$ cat config.mk
export PLATFORM = sky130hd
export DESIGN_NAME = fetch_decode
export DESIGN_NICKNAME = d
export VERILOG_FILES = /design/src/rtl/fd_pkg.sv /design/src/rtl/fd_regfile.sv /design/src/rtl/fetch_decode.sv
export SDC_FILE = /design/constraint.sdc
export NUM_CORES = 1
export LEC_CHECK = 0
export ABC_AREA = 0
export CAP_MARGIN = 20
export CELL_PAD_IN_SITES_DETAIL_PLACEMENT = 1
export CELL_PAD_IN_SITES_GLOBAL_PLACEMENT = 1
export CORE_AREA = 2 2 195 197
export CTS_BUF_LIST = sky130_fd_sc_hd__clkbuf_8
export DETAILED_ROUTE_END_ITERATION = 10
export DIE_AREA = 0 0 197 199
export GPL_TIMING_DRIVEN = 0
export HOLD_SLACK_MARGIN = 0.03
export PLACE_DENSITY = 0.84
export SYNTH_ARGS = -nofsm -noshare
export SYNTH_HDL_FRONTEND = slang
export SYNTH_SLANG_ARGS = --single-unit
$ cat constraint.sdc
create_clock -name clk -period 7.15 [get_ports clk]
set_clock_uncertainty 0.15 [all_clocks]
set_input_delay 1.7875 -clock clk [delete_from_list [all_inputs] [get_ports clk]]
set_output_delay 1.7875 -clock clk [all_outputs]
set_load 0.02 [all_outputs]
$ cat src/rtl/fd_pkg.sv
// fd_pkg: shared definitions for the fetch/decode front stage.
// Instruction field positions, class encodings, control_out layout,
// writeback tracking slot and the front-stage FSM states.
package fd_pkg;

  localparam int NREGS = 8;

  // Instruction field positions
  localparam int OPSEL_HI   = 31;
  localparam int OPSEL_LO   = 29;
  localparam int OPER_HI    = 28;
  localparam int OPER_LO    = 26;
  localparam int IMMSEL_BIT = 25;
  localparam int DST_HI     = 24;
  localparam int DST_LO     = 22;
  localparam int RS1_HI     = 21;
  localparam int RS1_LO     = 19;
  localparam int RS2_HI     = 18;
  localparam int RS2_LO     = 16;
  localparam int IMM_HI     = 15;
  localparam int IMM_LO     = 0;

  // Instruction class encodings
  localparam logic [2:0] OPS_NOP    = 3'b000;
  localparam logic [2:0] OPS_MEM_WR = 3'b011;
  localparam logic [2:0] OPS_HALT   = 3'b111;
  localparam logic [2:0] OPER_HALT  = 3'b111;

  // control_out = {imm_sel, opselect[2:0], operation[2:0]}
  localparam int CTRL_IMMSEL   = 6;
  localparam int CTRL_OPSEL_HI = 5;
  localparam int CTRL_OPSEL_LO = 3;
  localparam int CTRL_OPER_HI  = 2;
  localparam int CTRL_OPER_LO  = 0;

  typedef enum logic [1:0] {
    FD_RUN    = 2'd0,
    FD_BUBBLE = 2'd1,
    FD_HALT   = 2'd2
  } fd_state_t;

  // One stage of the writeback tracking pipeline
  typedef struct packed {
    logic       valid;
    logic [2:0] dst;
  } wb_slot_t;

  // True when a pending writeback targets the given register
  function automatic logic slot_hits(input wb_slot_t slot, input logic [2:0] r);
    return slot.valid && (slot.dst == r);
  endfunction

endpackage

$ cat src/rtl/fd_regfile.sv
// fd_regfile: 8x32 register file, two combinational read ports,
// one synchronous write port, synchronous clear on reset.
module fd_regfile
  import fd_pkg::*;
(
  input  logic        clk,
  input  logic        reset,
  input  logic [2:0]  raddr1,
  input  logic [2:0]  raddr2,
  output logic [31:0] rdata1,
  output logic [31:0] rdata2,
  input  logic        we,
  input  logic [2:0]  waddr,
  input  logic [31:0] wdata
);

  logic [31:0] regs [NREGS];

  // Register storage: cleared on reset, otherwise written when we is high
  always_ff @(posedge clk) begin
    if (reset) begin
      for (int i = 0; i < NREGS; i++) regs[i] <= '0;
    end else if (we) begin
      regs[waddr] <= wdata;
    end
  end

  assign rdata1 = regs[raddr1];
  assign rdata2 = regs[raddr2];

endmodule

$ cat src/rtl/fetch_decode.sv
// fetch_decode: front stage of the two-stage processor. Fetches one
// instruction per cycle, decodes it, reads the register file and issues
// registered operands/control to execute. Tracks issued destinations and
// writes the execute result back two cycles after issue.
// Optional feature macro: FD_BYPASS_EN (writeback bypass from aluout_in;
// when undefined, hazards also stall against the second writeback slot).
module fetch_decode
  import fd_pkg::*;
#(
  parameter logic [31:0] RESET_PC = 32'h0
)
(
  input  logic        clk,
  input  logic        reset,
  input  logic        enable_fd,
  input  logic [31:0] instr_mem_data_in,
  input  logic [31:0] aluout_in,
  output logic [31:0] instr_mem_addr,
  output logic        enable_ex,
  output logic [31:0] src1,
  output logic [31:0] src2,
  output logic [31:0] imm,
  output logic [6:0]  control_out,
  output logic        halted
);

  fd_state_t   state, state_next;
  wb_slot_t    wb1, wb2;
  logic [31:0] pc;

  logic [2:0]  opselect, operation, dst, rs1, rs2;
  logic        imm_sel;
  logic [15:0] imm16;
  logic        is_nop, is_halt, writes_back, reads_rs2;
  logic        hazard, issue, advance;
  logic [31:0] rf_rdata1, rf_rdata2, operand1, operand2;

  assign opselect  = instr_mem_data_in[OPSEL_HI:OPSEL_LO];
  assign operation = instr_mem_data_in[OPER_HI:OPER_LO];
  assign imm_sel   = instr_mem_data_in[IMMSEL_BIT];
  assign dst       = instr_mem_data_in[DST_HI:DST_LO];
  assign rs1       = instr_mem_data_in[RS1_HI:RS1_LO];
  assign rs2       = instr_mem_data_in[RS2_HI:RS2_LO];
  assign imm16     = instr_mem_data_in[IMM_HI:IMM_LO];

  assign is_halt     = (opselect == OPS_HALT) && (operation == OPER_HALT);
  assign is_nop      = (opselect == OPS_NOP);
  assign writes_back = !is_nop && !is_halt && (opselect != OPS_MEM_WR);
  assign reads_rs2   = !imm_sel;

  fd_regfile u_regfile (
    .clk    (clk),
    .reset  (reset),
    .raddr1 (rs1),
    .raddr2 (rs2),
    .rdata1 (rf_rdata1),
    .rdata2 (rf_rdata2),
    .we     (wb2.valid),
    .waddr  (wb2.dst),
    .wdata  (aluout_in)
  );

`ifdef FD_BYPASS_EN
  assign hazard   = slot_hits(wb1, rs1) || (reads_rs2 && slot_hits(wb1, rs2));
  assign operand1 = slot_hits(wb2, rs1) ? aluout_in : rf_rdata1;
  assign operand2 = slot_hits(wb2, rs2) ? aluout_in : rf_rdata2;
`else
  assign hazard   = slot_hits(wb1, rs1) || slot_hits(wb2, rs1) ||
                    (reads_rs2 && (slot_hits(wb1, rs2) || slot_hits(wb2, rs2)));
  assign operand1 = rf_rdata1;
  assign operand2 = rf_rdata2;
`endif

  // Next-state and issue decisions; BUBBLE re-evaluates the held instruction like RUN
  always_comb begin
    state_next = state;
    issue      = 1'b0;
    advance    = 1'b0;
    case (state)
      FD_RUN, FD_BUBBLE: begin
        if (enable_fd) begin
          if (is_halt) begin
            state_next = FD_HALT;
          end else if (is_nop) begin
            advance    = 1'b1;
            state_next = FD_RUN;
          end else if (hazard) begin
            state_next = FD_BUBBLE;
          end else begin
            issue      = 1'b1;
            advance    = 1'b1;
            state_next = FD_RUN;
          end
        end
      end
      FD_HALT:  state_next = FD_HALT;
      default:  state_next = FD_RUN;
    endcase
  end

  // PC, FSM, issue registers and writeback tracking; wb pipeline shifts every cycle
  always_ff @(posedge clk) begin
    if (reset) begin
      state       <= FD_RUN;
      pc          <= RESET_PC;
      enable_ex   <= 1'b0;
      src1        <= '0;
      src2        <= '0;
      imm         <= '0;
      control_out <= '0;
      wb1         <= '0;
      wb2         <= '0;
    end else begin
      state     <= state_next;
      enable_ex <= issue;
      if (advance) pc <= pc + 32'd1;
      if (issue) begin
        src1                                     <= operand1;
        src2                                     <= operand2;
        imm                                      <= {{16{imm16[15]}}, imm16};
        control_out[CTRL_IMMSEL]                 <= imm_sel;
        control_out[CTRL_OPSEL_HI:CTRL_OPSEL_LO] <= opselect;
        control_out[CTRL_OPER_HI:CTRL_OPER_LO]   <= operation;
      end
      wb1.valid <= issue && writes_back;
      wb1.dst   <= dst;
      wb2       <= wb1;
    end
  end

  assign instr_mem_addr = pc;
  assign halted         = (state == FD_HALT);

endmodule

==> run_results.csv <==
group,metric,value,unit
drt,wl_met2,30400,µm
worst_setup_path,critPathArrivalTime,4.72,ns
logic_synthesis,synth_compound_area_share,6.64,%
timing,fmax,0.215,GHz
worst_setup_path,cp.required,7.21,ns
drt,avgViaCountPerCell,6.38,
drt,wl_per_cell,28.1,µm
worst_setup_path,slowest_stage,"or2_2",
place,gp_congestion,0.809,
clock_tree,root_buffer,"clkbuf_8",
clock_tree,path_clk_slew,0.06,ns
worst_setup_path,cp-end-kind,"flop",
finish,nNetsFinal,1758,
global_route,grt_pass1_vias,15300,
timing,whs,0.317,ns
drt,vias,14200,
hold_path,holdPathEnd,"state[0]",
place,placed_area,21700,µm²
power_and_ir_drop,p_leak,8.55,nW
clock_tree,cts_buffers,66,
place,hpwlAfterDp,41800,µm
hold_path,worstHoldStart,"state[0]",
drt,drtPass1Iterations,7,
drt,drc,0,
global_route,track_usage,32.1,%
clock_tree,clkLatencyLatePin,0.63,ns
clock_tree,clock-sinks,386,
worst_setup_path,ff2ff_setup_slack,3.91,ns
logic_synthesis,synth_nets,1488,
timing,slew_headroom,22.4,%
worst_setup_path,cpLargestDelayFamily,"simple AND/OR/NAND/NOR gates",
timing,setup_viol,0,
hold_path,hold_path.class,"reg2reg",
worst_setup_path,cp.depth,4,
logic_synthesis,yosysSeqAreaShare,53.9,%
logic_synthesis,synth_top_family_by_area,"multiplexers",
drt,top_layer,"met5",
timing,slew_viol_final,0,
worst_setup_path,worstPathCellList,"clkdlybuf4s50_1 -> or3b_2 -> nor3_1 -> or2_2",
worst_setup_path,path_class,"in2reg",
timing,setup-tns-final,0,ns
clock_tree,h-tree-depth,3,
finish,final_layout_size_suffix_gt1_share,18.1,%
run_status,status,"complete, no violations",
logic_synthesis,yosys.area_share.xor_xnor,0.636,%
logic_synthesis,syn-cell-area,19100,µm²
power_and_ir_drop,p_per_area,231,nW/µm²
floorplan,fp-row-count,71,
flow_run,cap_violations,0,
hold_path,min_path_cells,2,
floorplan,start_util,51.4,%
worst_setup_path,critPathMaxFanout,32,
logic_synthesis,synthFlopType,"edfxtp_1",
logic_synthesis,synth.avg_cell_area,13.4,µm²
timing,rsz0062_at_grt,"no",
global_route,grt_pass1_wl,93000,µm
power_and_ir_drop,power,5.33,mW
floorplan,fp.dieW,197,µm
clock_tree,ctsResizeCount,0,
place,numPortBuffers,201,
floorplan,dieArea,39200,µm²
logic_synthesis,synth_edf_count,256,
logic_synthesis,ys_ff_latch,386,
worst_setup_path,r2r_start,"wb2[3]",
worst_setup_path,worst_setup_path_start_kind,"input port",
drt,drtIter0Drc,1199,
floorplan,die_height,199,µm
global_route,grt-ovfl-total,0,
drt,ant_nets,0,
timing,finalHoldViolations,0,
clock_tree,cts.path.max_buffers,3,
finish,final_area,23100,µm²
place,placed_cells,2095,
worst_setup_path,worst-path-buf-inv,1,
logic_synthesis,yosys.area_share.simple,14.9,%
power_and_ir_drop,ir_drop,0.125,mV
drt,wl_met3,5690,µm
logic_synthesis,syn_inst,1420,
worst_setup_path,slowest_delay,1.01,ns
finish,instances_no_fill,2217,
logic_synthesis,yosysUniqueCellTypes,48,
clock_tree,cts_tree,"yes",
clock_tree,hold_buffers,0,
finish,area_growth,21.0,%
drt,wl_met1,23900,µm
logic_synthesis,synth_warnings,0,
logic_synthesis,muxShareOfSynthArea,20.2,%
global_route,antenna_found_initial,1,
timing,min_period,4.66,ns
worst_setup_path,reg2reg_depth,3,
floorplan,core-area,37100,µm²
timing,worst_pin_slew,1.16,ns
floorplan,io_pins,204,
global_route,grt_max_degree,33,
logic_synthesis,synth_fa_ha_area_share,0.0655,%
worst_setup_path,r2r_end,"u_regfile.regs[0][5]",
clock_tree,post_cts_buffers,0,
timing,fin_crit_sh,65.1,%
logic_synthesis,synth-async-reset-ratio,0,%
drt,routed_wl,62300,µm
[per-layer routing]
metal / vias up / GRT usage [%]
met5: - / 0
li1: 5999 / -
met3: 165 / 7.54
met1: 7191 / 39.8
met2: 795 / 54.4
met4: 2 / 13.4
[cells by family after synthesis]
group | after synthesis
fa+ha+maj | 1
buf+inv | 147
simple gates | 465
xor+xnor | 13
flops | 386
mux | 221
compound gates | 187
[report_power, final]
group	internal (mW)	switching, mW
sequential	2.47	0.0633
combinational	0.298	0.375
clock	1.18	0.947
total	3.94	1.39
[placed cells by master, fill, tap and decap left out, types with 28 or more instances in the layout]
cell / instances
a211oi_1: 64
a21oi_1: 28
a31oi_1: 64
and2_1: 257
buf_2: 41
clkbuf_1: 68
clkbuf_8: 78
clkdlybuf4s50_1: 201
dfxtp_1: 130
edfxtp_1: 256
mux2i_1: 65
mux4_2: 128
nand4_1: 36
nor2_1: 44
nor2b_1: 35
[stage by stage]
step           setup slack, ns  util [%]
6_report                  2.49      62.2
3_5_place_dp              1.91      58.4
4_1_cts                   2.54      62.2
3_3_place_gp              2.06      58.4
5_1_grt                   2.45      62.2
2_1_floorplan             3.52         -
[tightest hold or removal path, stage by stage, from the launching register on]
cell and delay, ns:
dfxtp_1 0.31, nand2_1 0.06, a21oi_1 0.06
[flip-flops by register name, indices dropped and copies added, names as in the netlist]
name,count
u_regfile.regs,256
instr_mem_addr,32
src1,32
src2,32
imm,16
control_out,7
wb1,4
wb2,4
state,2
enable_ex,1
[synthesized netlist by cell type, types with 27 or more instances]
master    number  area [µm²]
buf_2         41         205
dfxtp_1      130        2600
mux2i_1       65         651
a211oi_1      64         480
nand4_1       36         225
a31oi_1       64         400
nor2b_1       35         219
mux2_1        27         304
a21oi_1       28         140
and2_1       257        1610
mux4_2       128        2880
nor2_1        44         165
clkbuf_1      68         255
edfxtp_1     256        7690
[cell type report]
cell class / count / area [µm²]
buffer: 146 / 712
clock buffer: 78 / 1070
clock inverter: 42 / 308
inverter: 1 / 3.75
fill: 3606 / 14000
antenna: 1 / 2.50
sequential: 386 / 10300
multi-input combinational: 887 / 8090
timing repair buffer: 202 / 2030
tap: 474 / 593
[how the worst max path moves through the flow]
stage | to | slack, ns | startpoint
after detailed placement | u_regfile.regs[0][5] | 1.91 | reset
after CTS | u_regfile.regs[0][10] | 2.54 | reset
after global placement | u_regfile.regs[0][7] | 2.06 | reset
after global routing | u_regfile.regs[0][7] | 2.45 | reset
after floorplan | u_regfile.regs[0][0] | 3.52 | reset
final | u_regfile.regs[0][5] | 2.49 | reset
No activity file was read; power rests on OpenSTA's default activity.
